--- src/rtl/mouse_pos_tracker_if.sv ---
// rtl/mouse_pos_tracker_if.sv - byte stream in, cursor position/buttons out
//
// Bundles the PS/2 byte-receiver stream and the cursor outputs of
// mouse_pos_tracker.
//   rx_data     [7:0]  byte from the PS/2 receiver
//   rx_valid           one-cycle strobe, rx_data valid
//   rx_error           one-cycle strobe, receiver parity/framing error
//   xpos        [11:0] cursor X, 0..X_MAX
//   ypos        [11:0] cursor Y, 0..Y_MAX, screen-down positive
//   mouse_left         left button level
//   mouse_right        right button level
//   pos_valid          one-cycle pulse, outputs just updated
// Modports: master = byte source / cursor consumer, slave = the tracker.

interface mouse_pos_tracker_if;
    logic [7:0]  rx_data;
    logic        rx_valid;
    logic        rx_error;
    logic [11:0] xpos;
    logic [11:0] ypos;
    logic        mouse_left;
    logic        mouse_right;
    logic        pos_valid;

    modport master (
        output rx_data, rx_valid, rx_error,
        input  xpos, ypos, mouse_left, mouse_right, pos_valid
    );

    modport slave (
        input  rx_data, rx_valid, rx_error,
        output xpos, ypos, mouse_left, mouse_right, pos_valid
    );
endinterface

--- src/rtl/mouse_pos_tracker.sv ---
// rtl/mouse_pos_tracker.sv - PS/2 3-byte packet assembler and clamped cursor accumulator
//
// Assembles 3-byte PS/2 mouse packets from the receiver byte stream,
// accumulates the signed X/Y deltas into a cursor position clamped to the
// visible screen and registers the button levels.
// Ports:
//   pclk  system clock, rising edge
//   rst   asynchronous active-low reset
//   bus   mouse_pos_tracker_if.slave (rx_data/rx_valid/rx_error in,
//         xpos/ypos/mouse_left/mouse_right/pos_valid out)
// Optional feature macro: MOUSE_ACCEL_EN - doubles deltas whose magnitude
// is at least ACCEL_THRESH before they are added and clamped.

module mouse_pos_tracker #(
    parameter int X_MAX        = 799,
    parameter int Y_MAX        = 599,
    parameter int X_INIT       = 400,
    parameter int Y_INIT       = 300,
    parameter int TIMEOUT      = 65000,
    parameter int ACCEL_THRESH = 16
) (
    input  logic               pclk,
    input  logic               rst,
    mouse_pos_tracker_if.slave bus
);

`ifdef MOUSE_ACCEL_EN
    localparam bit ACCEL_ON = 1'b1;
`else
    localparam bit ACCEL_ON = 1'b0;
`endif

    localparam logic signed [12:0] X_MAX13   = 13'(X_MAX);
    localparam logic signed [12:0] Y_MAX13   = 13'(Y_MAX);
    localparam logic signed [12:0] ACCEL_T13 = 13'(ACCEL_THRESH);
    localparam logic [15:0]        TMO_LIM   = 16'(TIMEOUT);

    typedef enum logic [1:0] {
        WAIT_B0,
        WAIT_B1,
        WAIT_B2,
        UPDATE
    } state_t;

    state_t      state_q, state_d;
    logic [7:0]  b0_q, b0_d;
    logic [7:0]  b1_q, b1_d;
    logic [7:0]  b2_q, b2_d;
    logic [15:0] tmo_cnt_q, tmo_cnt_d;
    logic [11:0] xpos_q, xpos_d;
    logic [11:0] ypos_q, ypos_d;
    logic        left_q, left_d;
    logic        right_q, right_d;
    logic        pos_valid_q, pos_valid_d;

    logic signed [12:0] dx, dy, nx, ny;

    function automatic logic signed [12:0] accel(input logic signed [12:0] d);
        if (ACCEL_ON && ((d >= ACCEL_T13) || (d <= -ACCEL_T13)))
            return d + d;
        return d;
    endfunction

    function automatic logic [11:0] clamp(input logic signed [12:0] v,
                                          input logic signed [12:0] maxv);
        if (v < 13'sd0)
            return 12'd0;
        if (v > maxv)
            return maxv[11:0];
        return v[11:0];
    endfunction

    // New position from the latched packet; only committed in UPDATE.
    always_comb begin
        dx = b0_q[6] ? 13'sd0 : {{4{b0_q[4]}}, b0_q[4], b1_q};
        dy = b0_q[7] ? 13'sd0 : {{4{b0_q[5]}}, b0_q[5], b2_q};
        dx = accel(dx);
        dy = accel(dy);
        nx = $signed({1'b0, xpos_q}) + dx;
        // PS/2 reports Y up-positive; the screen counts down.
        ny = $signed({1'b0, ypos_q}) - dy;
    end

    always_comb begin
        state_d     = state_q;
        b0_d        = b0_q;
        b1_d        = b1_q;
        b2_d        = b2_q;
        tmo_cnt_d   = 16'd0;
        xpos_d      = xpos_q;
        ypos_d      = ypos_q;
        left_d      = left_q;
        right_d     = right_q;
        pos_valid_d = 1'b0;

        case (state_q)
            WAIT_B0: begin
                // Bytes without the always-one sync bit are dropped to resync.
                if (!bus.rx_error && bus.rx_valid && bus.rx_data[3]) begin
                    b0_d    = bus.rx_data;
                    state_d = WAIT_B1;
                end
            end
            WAIT_B1: begin
                if (bus.rx_error) begin
                    state_d = WAIT_B0;
                end else if (bus.rx_valid) begin
                    b1_d    = bus.rx_data;
                    state_d = WAIT_B2;
                end else if (tmo_cnt_q >= TMO_LIM) begin
                    state_d = WAIT_B0;
                end else begin
                    tmo_cnt_d = tmo_cnt_q + 16'd1;
                end
            end
            WAIT_B2: begin
                if (bus.rx_error) begin
                    state_d = WAIT_B0;
                end else if (bus.rx_valid) begin
                    b2_d    = bus.rx_data;
                    state_d = UPDATE;
                end else if (tmo_cnt_q >= TMO_LIM) begin
                    state_d = WAIT_B0;
                end else begin
                    tmo_cnt_d = tmo_cnt_q + 16'd1;
                end
            end
            UPDATE: begin
                // The update always completes; a byte arriving now is
                // treated as a first-byte candidate so nothing is lost.
                xpos_d      = clamp(nx, X_MAX13);
                ypos_d      = clamp(ny, Y_MAX13);
                left_d      = b0_q[0];
                right_d     = b0_q[1];
                pos_valid_d = 1'b1;
                state_d     = WAIT_B0;
                if (!bus.rx_error && bus.rx_valid && bus.rx_data[3]) begin
                    b0_d    = bus.rx_data;
                    state_d = WAIT_B1;
                end
            end
            default: state_d = WAIT_B0;
        endcase
    end

    always_ff @(posedge pclk or negedge rst) begin
        if (!rst) begin
            state_q     <= WAIT_B0;
            b0_q        <= 8'd0;
            b1_q        <= 8'd0;
            b2_q        <= 8'd0;
            tmo_cnt_q   <= 16'd0;
            xpos_q      <= 12'(X_INIT);
            ypos_q      <= 12'(Y_INIT);
            left_q      <= 1'b0;
            right_q     <= 1'b0;
            pos_valid_q <= 1'b0;
        end else begin
            state_q     <= state_d;
            b0_q        <= b0_d;
            b1_q        <= b1_d;
            b2_q        <= b2_d;
            tmo_cnt_q   <= tmo_cnt_d;
            xpos_q      <= xpos_d;
            ypos_q      <= ypos_d;
            left_q      <= left_d;
            right_q     <= right_d;
            pos_valid_q <= pos_valid_d;
        end
    end

    assign bus.xpos        = xpos_q;
    assign bus.ypos        = ypos_q;
    assign bus.mouse_left  = left_q;
    assign bus.mouse_right = right_q;
    assign bus.pos_valid   = pos_valid_q;

endmodule
--- src/flat_wrapper.sv ---
// flat-port wrapper written by rule: the top's interface ports become plain ports
module mouse_pos_tracker_flat 
#(
    parameter int X_MAX        = 799,
    parameter int Y_MAX        = 599,
    parameter int X_INIT       = 400,
    parameter int Y_INIT       = 300,
    parameter int TIMEOUT      = 65000,
    parameter int ACCEL_THRESH = 16
)
  (pclk, rst, bus_rx_data, bus_rx_valid, bus_rx_error, bus_xpos, bus_ypos, bus_mouse_left, bus_mouse_right, bus_pos_valid);
  mouse_pos_tracker_if bus_i ();
  input  logic pclk;
  input  logic rst;
  input wire logic [$bits(bus_i.rx_data)-1:0] bus_rx_data;
  input wire logic [$bits(bus_i.rx_valid)-1:0] bus_rx_valid;
  input wire logic [$bits(bus_i.rx_error)-1:0] bus_rx_error;
  output wire logic [$bits(bus_i.xpos)-1:0] bus_xpos;
  output wire logic [$bits(bus_i.ypos)-1:0] bus_ypos;
  output wire logic [$bits(bus_i.mouse_left)-1:0] bus_mouse_left;
  output wire logic [$bits(bus_i.mouse_right)-1:0] bus_mouse_right;
  output wire logic [$bits(bus_i.pos_valid)-1:0] bus_pos_valid;
  assign bus_i.rx_data = bus_rx_data;
  assign bus_i.rx_valid = bus_rx_valid;
  assign bus_i.rx_error = bus_rx_error;
  assign bus_xpos = bus_i.xpos;
  assign bus_ypos = bus_i.ypos;
  assign bus_mouse_left = bus_i.mouse_left;
  assign bus_mouse_right = bus_i.mouse_right;
  assign bus_pos_valid = bus_i.pos_valid;
  mouse_pos_tracker #(.X_MAX(X_MAX), .Y_MAX(Y_MAX), .X_INIT(X_INIT), .Y_INIT(Y_INIT), .TIMEOUT(TIMEOUT), .ACCEL_THRESH(ACCEL_THRESH)) u_core (.pclk(pclk), .rst(rst), .bus(bus_i));
endmodule
--- config.mk ---
export PLATFORM = sky130hd
export DESIGN_NAME = mouse_pos_tracker_flat
export DESIGN_NICKNAME = d
export VERILOG_FILES = /design/src/rtl/mouse_pos_tracker_if.sv /design/src/rtl/mouse_pos_tracker.sv /design/src/flat_wrapper.sv
export SDC_FILE = /design/constraint.sdc
export NUM_CORES = 1
export LEC_CHECK = 0
export BUFFER_PORTS_ARGS = -buffer_cell sky130_fd_sc_hd__clkbuf_2
export CORE_MARGIN = 2
export CORE_UTILIZATION = 40
export DETAILED_ROUTE_END_ITERATION = 7
export PLACE_DENSITY = 0.7
export SLEW_MARGIN = 20
export SYNTH_ARGS = -nofsm -noshare
export SYNTH_HDL_FRONTEND = slang
export SYNTH_SLANG_ARGS = --single-unit
--- constraint.sdc ---
create_clock -name pclk -period 2.8 [get_ports pclk]
set_clock_uncertainty 0.1 [all_clocks]
set_input_delay 0.42 -clock pclk [delete_from_list [all_inputs] [get_ports pclk]]
set_output_delay 0.42 -clock pclk [all_outputs]
set_load 0.005 [all_outputs]
* Yosys cells after proc, flatten, opt, wreduce, memory -nomap -nowiden *
Cells that the tools add are included.

cells by class
  magnitude comparators = 5
  bitwise logic cells = 1
  eq/ne operators = 4
  add/subtract/negate cells = 3
  muxes and demuxes = 33
  reductions and logical operators = 9

operators with widths
  operator                                                                       number
  12-bit 2-to-1 mux                                                              8
  16-bit 2-to-1 mux                                                              4
  13-bit by 11-bit > comparator with 1-bit output, second input constant         2
  13-bit by 1-bit less-than comparator with 1-bit output, second input constant  2
  13-bit 2-to-1 mux                                                              2
  16-bit by 1-bit adder with 16-bit output, second input constant                1
  16-bit >= comparator, second input constant                                    1
  13-bit adder                                                                   1
  13-bit subtractor                                                              1
  1-bit 2-to-1 mux                                                               12
  2-bit 2-to-1 mux                                                               6
  2-bit case mux with 4 select lines                                             1
  3-bit AND reduction                                                            2
  2-bit == test, second input constant                                           2
  2-bit OR reduction                                                             2
  2-bit by 1-bit == test with 1-bit output, second input constant                1
  1-bit logical AND                                                              2
  2-bit logical NOT                                                              1
  2-bit by 1-bit != test with 1-bit output, second input constant                1
  2-bit AND reduction                                                            1
  1-bit logical NOT                                                              1
  1-bit NOT                                                                      1

word-level totals
  register bits after elaboration = 69
  logic and storage cells = 65
  input port bits = 12
  output and inout port bits = 27

* Longest topological paths before layout *
  depth in word-level cells = 9
  gate-level depth with buffers = 12
  gate-level depth less buffers = 11

* Least setup slack after synthesis *
Ideal clock, no wire load.

  path kind = register to register
  start point = register u_core.b2_q[0]
  end point = register u_core.ypos_q[7] (netlist: u_core.bus.ypos[7])
  period minus slack after synthesis = 3091 ps
  cell stages (with the launch flop) = 12
  slack = -291 ps
  path buffers = 1
  required time = 2579 ps
  setup time = 121 ps
  arrival = 2870 ps
  path through = dfrtp_1 > nor2b_1 > ha_1 > fa_1 > nand2b_1 > a211o_1 > a211oi_2 > nor4_1 > or4_4 > o2111a_1 > buf_6 > a32o_2

between the ends
  cells in the longest elaborated chain, start to end = 8
  elaborated cells on any way between the ends = 12
  classes of those cells = add/sub: 1; order compare: 2; mux: 9

ends and longest elaborated chain
  item                                             RTL line                  RTL
  from (decl)                                      mouse_pos_tracker.sv:48   logic [7:0] b2_q, b2_d;
  from (signal assigned)                           mouse_pos_tracker.sv:151  b2_q <= 8'd0;
  from (signal assigned)                           mouse_pos_tracker.sv:162  b2_q <= b2_d;
  13-bit 2-to-1 mux (*)                            mouse_pos_tracker.sv:76   dy = b0_q[7] ? 13'sd0 : {{4{b0_q[5]}}, b0_q[5], b2_q};
  13-bit subtractor (*)                            mouse_pos_tracker.sv:81   ny = $signed({1'b0, ypos_q}) - dy;
  13-bit by 11-bit > comparator with 1-bit output  mouse_pos_tracker.sv:68   if (v > maxv)
  1-bit 2-to-1 mux (2 in a row)                    mouse_pos_tracker.sv:68
  1-bit 2-to-1 mux                                 mouse_pos_tracker.sv:96   case (state_q)
  12-bit 2-to-1 mux                                mouse_pos_tracker.sv:70   return v[11:0];
  12-bit 2-to-1 mux (*)                            mouse_pos_tracker.sv:68
  to (signal assigned)                             mouse_pos_tracker.sv:154  ypos_q <= 12'(Y_INIT);
  to (signal assigned)                             mouse_pos_tracker.sv:165  ypos_q <= ypos_d;
  to (decl)                                        mouse_pos_tracker.sv:51   logic [11:0] ypos_q, ypos_d;

Mark *: on every way between the ends. The rest lies on a longest branch, timed or not. The select of a mux whose other input is x is not followed.
A chain may end at the register's enable or synchronous reset.

* Worst setup path in the final report *
  start point = register u_core.b2_q[0]
  end point = register u_core.ypos_q[1] (netlist: u_core.bus.ypos[1])

The elaborated chain is that of the path after synthesis.

==> results.cfg <==
[sta]
maxClockFrequency_mhz = 322.3
setup_repair_after_global_routing_missed_its_margin = true
drv_slew = 0
worst_pin_slew_ns = 0.8382
setup_violations = 16
setup_total_negative_slack_ns = -2.930
final_hold_viol_count = 0
maxSlewHeadroom_pct = 44.12
timing.final.crit_share_pct = 110.8
worst_path_setup_slack_after_routing_ns = -0.3024
finalCriticalPeriod_ns = 3.102

[synth]
synth.avg_cell_area_um2 = 10.11
post_synth_edffs = 0
yosysSeqAreaShare_pct = 40.38
synthFlopType = sky130_fd_sc_hd__dfrtp_1
synthDominantCellAreaShare_pct = 35.97
netlist-cell-type-count = 62
synth_seq_cells = 67
syn-cell-area_um2 = 4174
synth.most_common_cell = sky130_fd_sc_hd__dfrtp_1
yosys-top-cells-count = sky130_fd_sc_hd__dfrtp_1, sky130_fd_sc_hd__nor2_1, sky130_fd_sc_hd__ha_1
syn_inst = 413
yosys_warnings = 0
synthesis.nets = 455
post-synth-top-area-cell = sky130_fd_sc_hd__dfrtp_1
async_flop_share_pct = 100.0
post_synth_main_area_contributors = sky130_fd_sc_hd__dfrtp_1, sky130_fd_sc_hd__ha_1, sky130_fd_sc_hd__mux2_2

[floorplan]
die-width_um = 106.2
die_y_um = 106.2
core-area_um2 = 10230
floorplan.io_pins = 39
start_util_pct = 40.80
core.rowCount = 37
dieArea_um2 = 11270

[routing]
routed_via_density = 5.290
via_count = 3481
drt_iter0_markers = 177
drt_first_pass_iters = 4
ant_nets = 0
wl_per_cell_um = 15.01
routed_wl_um = 9877
final_routed_drc_violation_total = 0

[global_routing]
grt_max_degree = 68
grt_overflow = 0
antenna_found_initial = 0
grt_pass1_wl_um = 16390
number_of_global_route_vias_before_repair = 3540
grt_usage_pct = 18.02

[finish]
final_layout_size_suffix_gt1_share_pct = 41.38
n_fill_cell = 886
stdcell_area_um2 = 5522
final_net_count = 559
final_core_utilization_pct = 53.97
n_antenna_cell = 0
area.growth.synth_to_final_pct = 32.28
non_filler_cells_in_the_finished_layout = 658

[clock_network]
cts-root-buf = sky130_fd_sc_hd__clkbuf_8
clock_latency_ns = 0.34
cts_num_sinks = 67
cts_inserted_buffers = 9
hold_buffers = 0
clock_path_buffers = 2
cts.clk_slew.worst_paths_ns = 0.07
tritoncts = done
cts_htree_levels = 3

[power]
irDropWorstVdd_mv = 0.5267
power.total_mw = 7.099
power.density_cell_area_nw_per_um2 = 1286
power.static_leakage_nw = 2.568

[setup_path]
crit_required_ns = 2.94
crit_path_end_kind = flop
path_cells = nor2b_4 -> ha_4 -> fa_2 -> nand2b_4 -> a211o_1 -> a211oi_2 -> buf_4 -> nor4_2 -> or4_4 -> o2111a_2 -> buf_12 -> a221oi_2
crit_path_max_fanout = 5
cpMaxStageDelayCell = sky130_fd_sc_hd__or4_4
reg2regPathDepth = 12
worst_path_largest_cell_delay_ns = 0.43
arrival_ns = 3.25
worstSetupStartpointType = flop
worstSetupPathType = flop to flop

[placement]
dp.final_hpwl_um = 7031
post-place-cells = 631
port_buffers = 38
dpl-instance-area_um2 = 4956
place.gp.congestion = 0.8603

[worst_hold_path]
timing.hold.worst.class = input port to async pin

[status]
run_status = finished with violations
violations = negative setup slack

[run]
drv.max_cap_violation_count = 0
timing repair:
item,in CTS,in global routing
gates resized for setup,16,34
pin swaps,11,19
setup endpoints to repair,20,20
gates cloned,0,1
setup buffers,5,6
sequential cells by signal, summed over array words and instances (netlist names):
signal / count
u_core.bus.xpos: 12
u_core.state_q: 2
u_core.b1_q: 8
u_core.tmo_cnt_q: 16
u_core.b2_q: 8
u_core.bus.mouse_left: 1
u_core.bus.mouse_right: 1
u_core.b0_q: 6
u_core.bus.pos_valid: 1
u_core.bus.ypos: 12
worst paths after layout:
check	from	endpoint	slack, ns
setup / recovery	u_core.b2_q[0]	u_core.bus.ypos[1]	-0.30
hold / removal	rst	u_core.bus.ypos[10]	0.16
setup reg to reg	u_core.b2_q[0]	u_core.bus.ypos[1]	-0.30
hold reg to reg	u_core.b1_q[4]	u_core.b1_q[4]	0.40
max in group asynchronous	rst	u_core.b0_q[7]	1.85
min in group pclk	bus_rx_data[6]	u_core.b1_q[6]	0.26
layout by cell type (no fill, tap or decap), types with 13 or more instances in the layout:
cell	synthesis	routed
sky130_fd_sc_hd__mux2_2	24	24
sky130_fd_sc_hd__ha_1	28	21
sky130_fd_sc_hd__inv_1	19	17
sky130_fd_sc_hd__clkbuf_2	0	37
sky130_fd_sc_hd__buf_4	0	61
sky130_fd_sc_hd__nand2b_1	16	14
sky130_fd_sc_hd__a21oi_1	27	24
sky130_fd_sc_hd__xor2_1	14	13
sky130_fd_sc_hd__dfrtp_1	60	58
sky130_fd_sc_hd__nand2_1	23	23
sky130_fd_sc_hd__nor2_1	43	41
stage by stage:
step	hold slack [ns]	worst slack (ns)
final	0.1565	-0.3024
after global routing	0.2329	-0.3988
after CTS	0.1922	-0.3086
after detailed placement	0.3881	-0.3687
after global placement	0.3781	-0.2983
after floorplan	0.02441	-0.2076
routing by layer:
layer | wire length (um) | global-route usage (%) | up-vias | part of all wire (%)
met1 | 4495 | 23.07 | 1712 | 46
met4 | 157 | 4.605 | 0 | 1.6
met5 | 0 | 0 | - | 0
met2 | 4820 | 30.13 | 65 | 49
met3 | 402 | 4.905 | 18 | 4.1
li1 | - | - | 1686 | -
cell families (layout without fill, tap and decap cells):
logic type,Yosys count,count (layout),share of synthesized area [%]
buf+inv,29,138,3.057
simple gates,141,141,17.21
compound gates,88,88,16.31
mux,27,27,7.194
fa+ha+maj,30,30,9.353
xor+xnor,31,31,6.505
flops,67,67,40.38
power by group:
| group | switching [mW] | internal [mW] | total, mW |
|---|---|---|---|
| Clock | 0.372 | 0.343 | 0.715 |
| Combinational | 2.28 | 2.51 | 4.79 |
| Sequential | 0.280 | 1.31 | 1.59 |
worst max-delay path, delay by kind of cell (launching register included):
kind	cells	cell delay (ns)
AO/OA/AOI/OAI	4	0.97
AND/OR/NAND/NOR	4	0.75
adder cells (fa/ha/maj)	2	0.49
flip-flops	1	0.38
buffers and inverters	2	0.31
layout make-up:
cell class / instances / area [um^2] / share of cell area (%)
Clock buffer: 10 / 137.6 / 2.493
Clock inverter: 6 / 41.29 / 0.7478
Inverter: 19 / 71.32 / 1.292
Multi-Input combinational cell: 317 / 2703 / 48.95
Sequential cell: 67 / 1688 / 30.57
Tap cell: 136 / 170.2 / 3.082
Timing Repair Buffer: 103 / 710.7 / 12.87
(Power assumes the default switching activity.)
